### src/rtl/freq_meter_pkg.sv
// Shared types and defaults for the frequency / duty meter.
package freq_meter_pkg;

  typedef enum logic [1:0] {
    IDLE,
    ARM,
    MEASURE,
    HOLD
  } state_t;

  localparam int CNT_W_DEF   = 32;
  localparam int TIMEOUT_DEF = 1048576;

endpackage

### src/rtl/freq_meter_edge_sync.sv
// Two-flop synchronizer plus registered edge detector for sig_in.
// Rise/fall pulses are one cycle wide, three clocks after the input edge.
module edge_sync (
  input  logic clk,
  input  logic rst,
  input  logic sig_in,
  output logic rise,
  output logic fall
);

  logic s1, s2, s3;

  always_ff @(posedge clk) begin
    if (rst) begin
      s1   <= 1'b0;
      s2   <= 1'b0;
      s3   <= 1'b0;
      rise <= 1'b0;
      fall <= 1'b0;
    end else begin
      s1   <= sig_in;
      s2   <= s1;
      s3   <= s2;
      rise <= s2 & ~s3;
      fall <= ~s2 & s3;
    end
  end

endmodule

### src/rtl/freq_meter.sv
// Measures period and high time of sig_in in clk cycles.
// Define FREQ_METER_TIMEOUT_EN to add the idle-timeout and timeout port.
module freq_meter
  import freq_meter_pkg::*;
#(
  parameter int CNT_W   = CNT_W_DEF,
  parameter int TIMEOUT = TIMEOUT_DEF
) (
  input  logic             clk,
  input  logic             rst,
  input  logic             sig_in,
  input  logic             meas_en,
  input  logic             result_ready,
  output logic             result_valid,
  output logic [CNT_W-1:0] period,
  output logic [CNT_W-1:0] high_time,
  output logic             overflow
`ifdef FREQ_METER_TIMEOUT_EN
  ,
  output logic             timeout
`endif
);

  localparam logic [CNT_W-1:0] ONE = CNT_W'(1);
  localparam logic [CNT_W-1:0] MAX = '1;

  state_t           state;
  logic             rise, fall;
  logic [CNT_W-1:0] per_cnt, hi_cnt;
  logic             hi_done, ovf;

  edge_sync u_sync (
    .clk    (clk),
    .rst    (rst),
    .sig_in (sig_in),
    .rise   (rise),
    .fall   (fall)
  );

  assign result_valid = (state == HOLD);

`ifdef FREQ_METER_TIMEOUT_EN
  localparam int IW = $clog2(TIMEOUT + 1);

  logic [IW-1:0] idle;
  logic          counting, to_hit;

  assign counting = (state == ARM || state == MEASURE) && meas_en;
  assign to_hit   = counting && !rise && !fall &&
                    (idle == IW'(TIMEOUT - 1));

  // Any edge proves the input is alive.
  always_ff @(posedge clk) begin
    if (rst)
      idle <= '0;
    else if (!counting || rise || fall)
      idle <= '0;
    else
      idle <= idle + IW'(1);
  end
`endif

  always_ff @(posedge clk) begin
    if (rst) begin
      state     <= IDLE;
      per_cnt   <= '0;
      hi_cnt    <= '0;
      hi_done   <= 1'b0;
      ovf       <= 1'b0;
      period    <= '0;
      high_time <= '0;
      overflow  <= 1'b0;
`ifdef FREQ_METER_TIMEOUT_EN
      timeout   <= 1'b0;
`endif
    end else begin
      unique case (state)
        IDLE: if (meas_en) state <= ARM;
        ARM: begin
          if (!meas_en) begin
            state <= IDLE;
          end else if (rise) begin
            per_cnt <= ONE;
            hi_cnt  <= ONE;
            hi_done <= 1'b0;
            ovf     <= 1'b0;
            state   <= MEASURE;
          end
        end
        MEASURE: begin
          if (!meas_en) begin
            state <= IDLE;
          end else if (rise) begin
            period    <= per_cnt;
            high_time <= hi_cnt;
            overflow  <= ovf;
            state     <= HOLD;
          end else begin
            if (per_cnt == MAX) ovf <= 1'b1;
            else per_cnt <= per_cnt + ONE;
            // High count stops at the first falling edge.
            if (fall) begin
              hi_done <= 1'b1;
            end else if (!hi_done) begin
              if (hi_cnt == MAX) ovf <= 1'b1;
              else hi_cnt <= hi_cnt + ONE;
            end
          end
        end
        HOLD: begin
          if (result_ready) begin
            state <= meas_en ? ARM : IDLE;
`ifdef FREQ_METER_TIMEOUT_EN
            timeout <= 1'b0;
`endif
          end
        end
        default: state <= IDLE;
      endcase
`ifdef FREQ_METER_TIMEOUT_EN
      if (to_hit) begin
        state     <= HOLD;
        period    <= '0;
        high_time <= '0;
        overflow  <= 1'b0;
        timeout   <= 1'b1;
      end
`endif
    end
  end

endmodule

### config.mk
export PLATFORM = sky130hd
export DESIGN_NAME = freq_meter
export DESIGN_NICKNAME = d
export VERILOG_FILES = /design/src/rtl/freq_meter_pkg.sv /design/src/rtl/freq_meter_edge_sync.sv /design/src/rtl/freq_meter.sv
export SDC_FILE = /design/constraint.sdc
export NUM_CORES = 1
export LEC_CHECK = 0
export ABC_CLOCK_PERIOD_IN_PS = 2200
export CAP_MARGIN = 10
export CORE_ASPECT_RATIO = 0.7
export CORE_MARGIN = 3
export CORE_UTILIZATION = 56
export CTS_CLUSTER_DIAMETER = 50
export DETAILED_ROUTE_END_ITERATION = 7
export PLACE_DENSITY = 0.89
export SYNTH_ARGS = -nofsm -noshare
export SYNTH_HDL_FRONTEND = slang
export SYNTH_HIERARCHICAL = 1
export SYNTH_SLANG_ARGS = --single-unit
### constraint.sdc
create_clock -name clk -period 2.2 [get_ports clk]
set_input_delay 0.33 -clock clk [delete_from_list [all_inputs] [get_ports clk]]
set_output_delay 0.33 -clock clk [all_outputs]
set_load 0.02 [all_outputs]
Word level (Yosys, flattened, before mapping). Index checks and enable logic that the tools add are counted.

Bits in registers: 138. Bits of input ports: 5. Word-level logic and storage cells: 78.

Add/subtract/negate cells: 2. Muxes and demuxes: 33. Equality and inequality tests: 18. Bitwise operators: 4. Reductions and logical operators: 8.

Operators by type and width (number): $mux 32 (10); $pmux 32 s2 (2); $add 32x1->32 const B (2); $eq 32x32->1 const B (2); $ne 2x2->1 const B (9); $mux 1 (12); $mux 2 (6); $reduce_and 6->1 (2); $pmux 2 s4 (1); $reduce_and 8->1 (1); $ne 3x2->1 const B (2); $reduce_and 5->1 (1); $eq 2x2->1 const B (2); $ne 2x1->1 const B (2); $pmux 1 s2 (2); $reduce_and 4->1 (1); $reduce_and 3->1 (1); $and 1x1->1 (2); $eq 2x1->1 const B (1); $logic_not 2->1 (1); $not 1->1 (2); $reduce_bool 2->1 (1).

Logic depth before layout (Yosys ltp).
Depth after elaboration: 8. Mapped depth: 8.

By module. Netlist, hierarchy kept.

Modules (own cells, without submodules): freq_meter (cells each 721, area an instance 5884.4 um2, sequential area each 2662.6 um2, instances 1); edge_sync (cells each 10, area an instance 133.9 um2, sequential area each 100.1 um2, instances 1).

Least setup slack after synthesis. Ideal clock, no wire load.

Path type: register to register. From: reg hi_cnt[0]. To: reg hi_cnt[25]. Cell stages (with the launch flop): 9. Setup time: 0.070 ns. Data required time: 2.130 ns. Slack: 0.241 ns. Period minus slack after synthesis: 1.959 ns. Data arrival time: 1.889 ns. Cell sequence: dfxtp_1 -> ha_1 -> and4_1 -> nor2b_1 -> buf_2 -> and3_1 -> buf_2 -> or4_1 -> a21oi_1.

Cells in the longest elaborated chain, start to end: 7.

Ends and longest elaborated chain: start, declared (line freq_meter.sv:29) `logic [CNT_W-1:0] per_cnt, hi_cnt;`; start signal, assigned (line freq_meter.sv:106) `else hi_cnt <= hi_cnt + ONE;`; $add 32x1->32 (line freq_meter.sv:106); $mux 32 (line freq_meter.sv:105) `if (hi_cnt == MAX) ovf <= 1'b1;`; $mux 32 (line freq_meter.sv:104) `end else if (!hi_done) begin`; $mux 32 (line freq_meter.sv:102) `if (fall) begin`; $mux 32 (line freq_meter.sv:93) `end else if (rise) begin`; $mux 32 (line freq_meter.sv:91) `if (!meas_en) begin`; $pmux 32 s2 (line freq_meter.sv:77) `unique case (state)`.

Parallel ways exist; a longest one is shown, timed or not. The select of a mux whose other input is x is not followed. A chain may end at the register's enable or synchronous reset.

Worst setup path in the final report.
From: reg state[0]. To: out result_valid.

Cells in the longest elaborated chain, start to end: 1.

Ends and longest elaborated chain: start, declared (line freq_meter.sv:27) `state_t state;`; start signal, assigned (line freq_meter.sv:112) `state <= meas_en ? ARM : IDLE;`; $eq 2x2->1 (line freq_meter.sv:40) `assign result_valid = (state == HOLD);`; end, declared (line freq_meter.sv:14) `output logic result_valid,`.

Every way passes these cells.

==> reports/qor.txt <==
Slew HR - 63.1%
Post-Layout Inst Area - 7700 um^2
share of flip-flops with an asynchronous set or reset - 0%
Slew Limit Fails - 0
hold slack - 0.242 ns
Worst Hold Endpoint - per_cnt[0]
power per cell area - 679 nW/um^2
Tot GR Track Use - 27.1%
IO Count - 71
WL met2 - 7380 um
post-synthesis cell area - 6020 um^2
DRC - 0
commonest non-fill, non-tap cell in the layout - nand2_1
Clock Pin Slew Worst Setup and Hold Paths - 0.05 ns
LEAKAGE - 2.64 nW
startpoint types - flip-flop
Sum Neg Setup Slack - 0 ns
DR iter-0 viols - 609
# nets final - 840
Yosys top cell area share - 45.9%
uppermost layer routed - met4
switch share - 21.1%
worst min-delay path startpoint - rst
DR vias/cell - 6.13
Netlist cell types - 58
worst r2r src - hi_cnt[0]
final WL - 16100 um
most area-consuming cells after synthesis - dfxtp_1, nand2_1, a21oi_1, or3_1, or4_1
# H-tree levels - 4
Post-Syn Nets - 738
CTS Buf Count - 17
Crit Path Class - reg2out
wire length on met1 - 7300 um
Net Switching - 1.10 mW
Yosys top cell by area - dfxtp_1
Post-DP Area - 7140 um^2
met3 wire len - 1180 um
Total Power - 5.22 mW
gr ovfl total - 0
Hold Path Class - in2reg
dpl ws - -0.178 ns
core area - 10100 um^2
R2R setup slack - 0.07 ns
slowest CP cell - clkdlybuf4s50_1
EDFF count, synth - 0
worst path required time - 1.87 ns
Max Fclk - 469 MHz
FF-to-FF End - hi_cnt[15]
Sequential Power Share - 48.0%
number of port buffers - 70
Syn Inst Count - 731
Starting Density - 59.8%
Main synth FF type - dfxtp_1
outcome - completed
RSZ-0062 raised after global routing - false
average wire per standard cell - 16.6 um
initial antenna violation count - 0
worst hold stages - 2
syn_area_per_cell - 8.23 um^2
post-route minimum period - 2.13 ns
first-pass GRT wire length - 26500 um
Die Span Y - 92.7 um
die area - 12000 um^2
count of final hold-check violations - 0
most frequent cells in the layout - nand2_1, dfxtp_1, a21oi_1
share of post-route cells with drive strength above 1 - 13.2%
maximum VDD drop - 0.735 mV
sequential share of the synthesized area - 45.9%
Post-DRT Antenna Nets - 0
final worst slack - 0.0691 ns
CP top delay family - buffers and inverters
largest net degree at the start of global routing - 53
hold buffer count at cts - 0
Gate power share - 1.8%
crit path buf inv count - 1
critical path endpoint category - output port
Clk network pwr share - 50.2%
Die Wd - 130 um
vias in the first global route - 5600
fin crit share - 96.9%
FP Rows - 30
iteration count of the initial detailed-routing pass - 5
Synth Register Bits - 138
arrival time at the worst endpoint - 1.80 ns
critical path peak fanout - 12
clock skew - 0.00661 ns
Pint - 4.12 mW
Max-Cap Viols - 0
slew of the pin with the lowest slew margin - 0.553 ns
Ys Warns - 6
final setup fails - 0
detailed placement HPWL - 10900 um
worst skew pair latency - 0.41 ns
area grow syn2layout - 27.9%
CTS tree - yes
clk sinks - 138
DR vias - 5956
critical-path cell list - and2_1, clkdlybuf4s50_1
crit-path max cell delay - 0.61 ns
clk root buf - clkbuf_16
worst reg2reg path depth - 8
# diodes - 0
routability congestion estimate - 0.892
largest buffer count on any clock path - 2
==> state kept, by name (all words and copies together), names as in the netlist <==
| signal | flops |
|---|---|
| hi_cnt | 32 |
| hi_done | 1 |
| high_time | 32 |
| overflow | 1 |
| ovf | 1 |
| per_cnt | 32 |
| period | 32 |
| state | 2 |
| u_sync/fall | 1 |
| u_sync/rise | 1 |
| u_sync/s1 | 1 |
| u_sync/s2 | 1 |
| u_sync/s3 | 1 |
==> metal layers <==
layer / GRT usage (%) / vias up
met2: 42.1 / 269
li1: - / 2841
met5: 0 / -
met1: 36.8 / 2818
met4: 10.6 / 0
met3: 5.59 / 28
==> cells by family (layout without fill, tap and decap cells) <==
| kind of cell | Yosys count | after routing | share of synthesized area [%] |
|---|---|---|---|
| mux | 2 | 2 | 0.333 |
| fa+ha+maj | 2 | 2 | 0.416 |
| xor+xnor | 6 | 6 | 0.873 |
| flops | 138 | 138 | 45.9 |
| simple gates | 339 | 339 | 30.5 |
| compound gates | 192 | 192 | 18.4 |
| buf+inv | 52 | 165 | 3.64 |
==> how the worst max path moves through the flow <==
stage	start	end	slack, ns	cells after the start
after floorplan	hi_cnt[0]	hi_cnt[25]	0.24	8
after global placement	meas_en	hi_cnt[25]	-0.11	7
after detailed placement	meas_en	per_cnt[23]	-0.18	7
after CTS	hi_cnt[0]	hi_cnt[15]	0.01	8
after global routing	per_cnt[0]	per_cnt[26]	0.007	6
final	state[0]	result_valid	0.07	2
==> layout make-up <==
cell class / instances / area, um^2
Fill cell: 700 / 2360
Sequential cell: 138 / 2760
Tap cell: 128 / 160
Timing Repair Buffer: 126 / 1140
Clock inverter: 9 / 75.1
Clock buffer: 21 / 460
Multi-Input combinational cell: 541 / 3060
Inverter: 9 / 33.8
==> timing repair <==
action | 4_1_cts | 5_1_grt
endpoints found under the setup margin | 0 | 12
hold endpoints to repair | 0 | 0
setup buffers | 0 | 1
resized for setup | 0 | 8
==> power by group through the flow <==
stage          registers (mW)  clock network [mW]  logic, mW
2_1_floorplan            2.56                   0     0.0524
3_3_place_gp             2.56                   0     0.0860
3_5_place_dp             2.56                   0     0.0894
4_1_cts                  2.51                2.63     0.0913
5_1_grt                  2.51                2.75     0.0996
6_report                 2.51                2.62     0.0943
==> per-stage QoR <==
stage          utilization, %  std cells
3_3_place_gp             70.9        941
5_1_grt                  76.5        972
3_5_place_dp             70.9        941
6_report                 76.5        972
2_1_floorplan               -        731
4_1_cts                  76.3        971
==> cell usage after synthesis, types with 4 or more instances <==
library cell    n
a21oi_1       116
and2_1          4
and3_1          8
and4_1         15
buf_1           7
buf_2          10
clkbuf_1       24
dfxtp_1       138
inv_1           9
nand2_1       164
nand2b_1        4
nand3_1        26
nand4_1        17
nand4_2         4
nor2_1         19
nor2b_1         6
nor3_1          7
o211ai_1        8
o21ai_0        29
o31ai_1        16
or3_1          29
or4_1          22
xnor2_1         4
No activity file was read; power rests on OpenSTA's default activity.
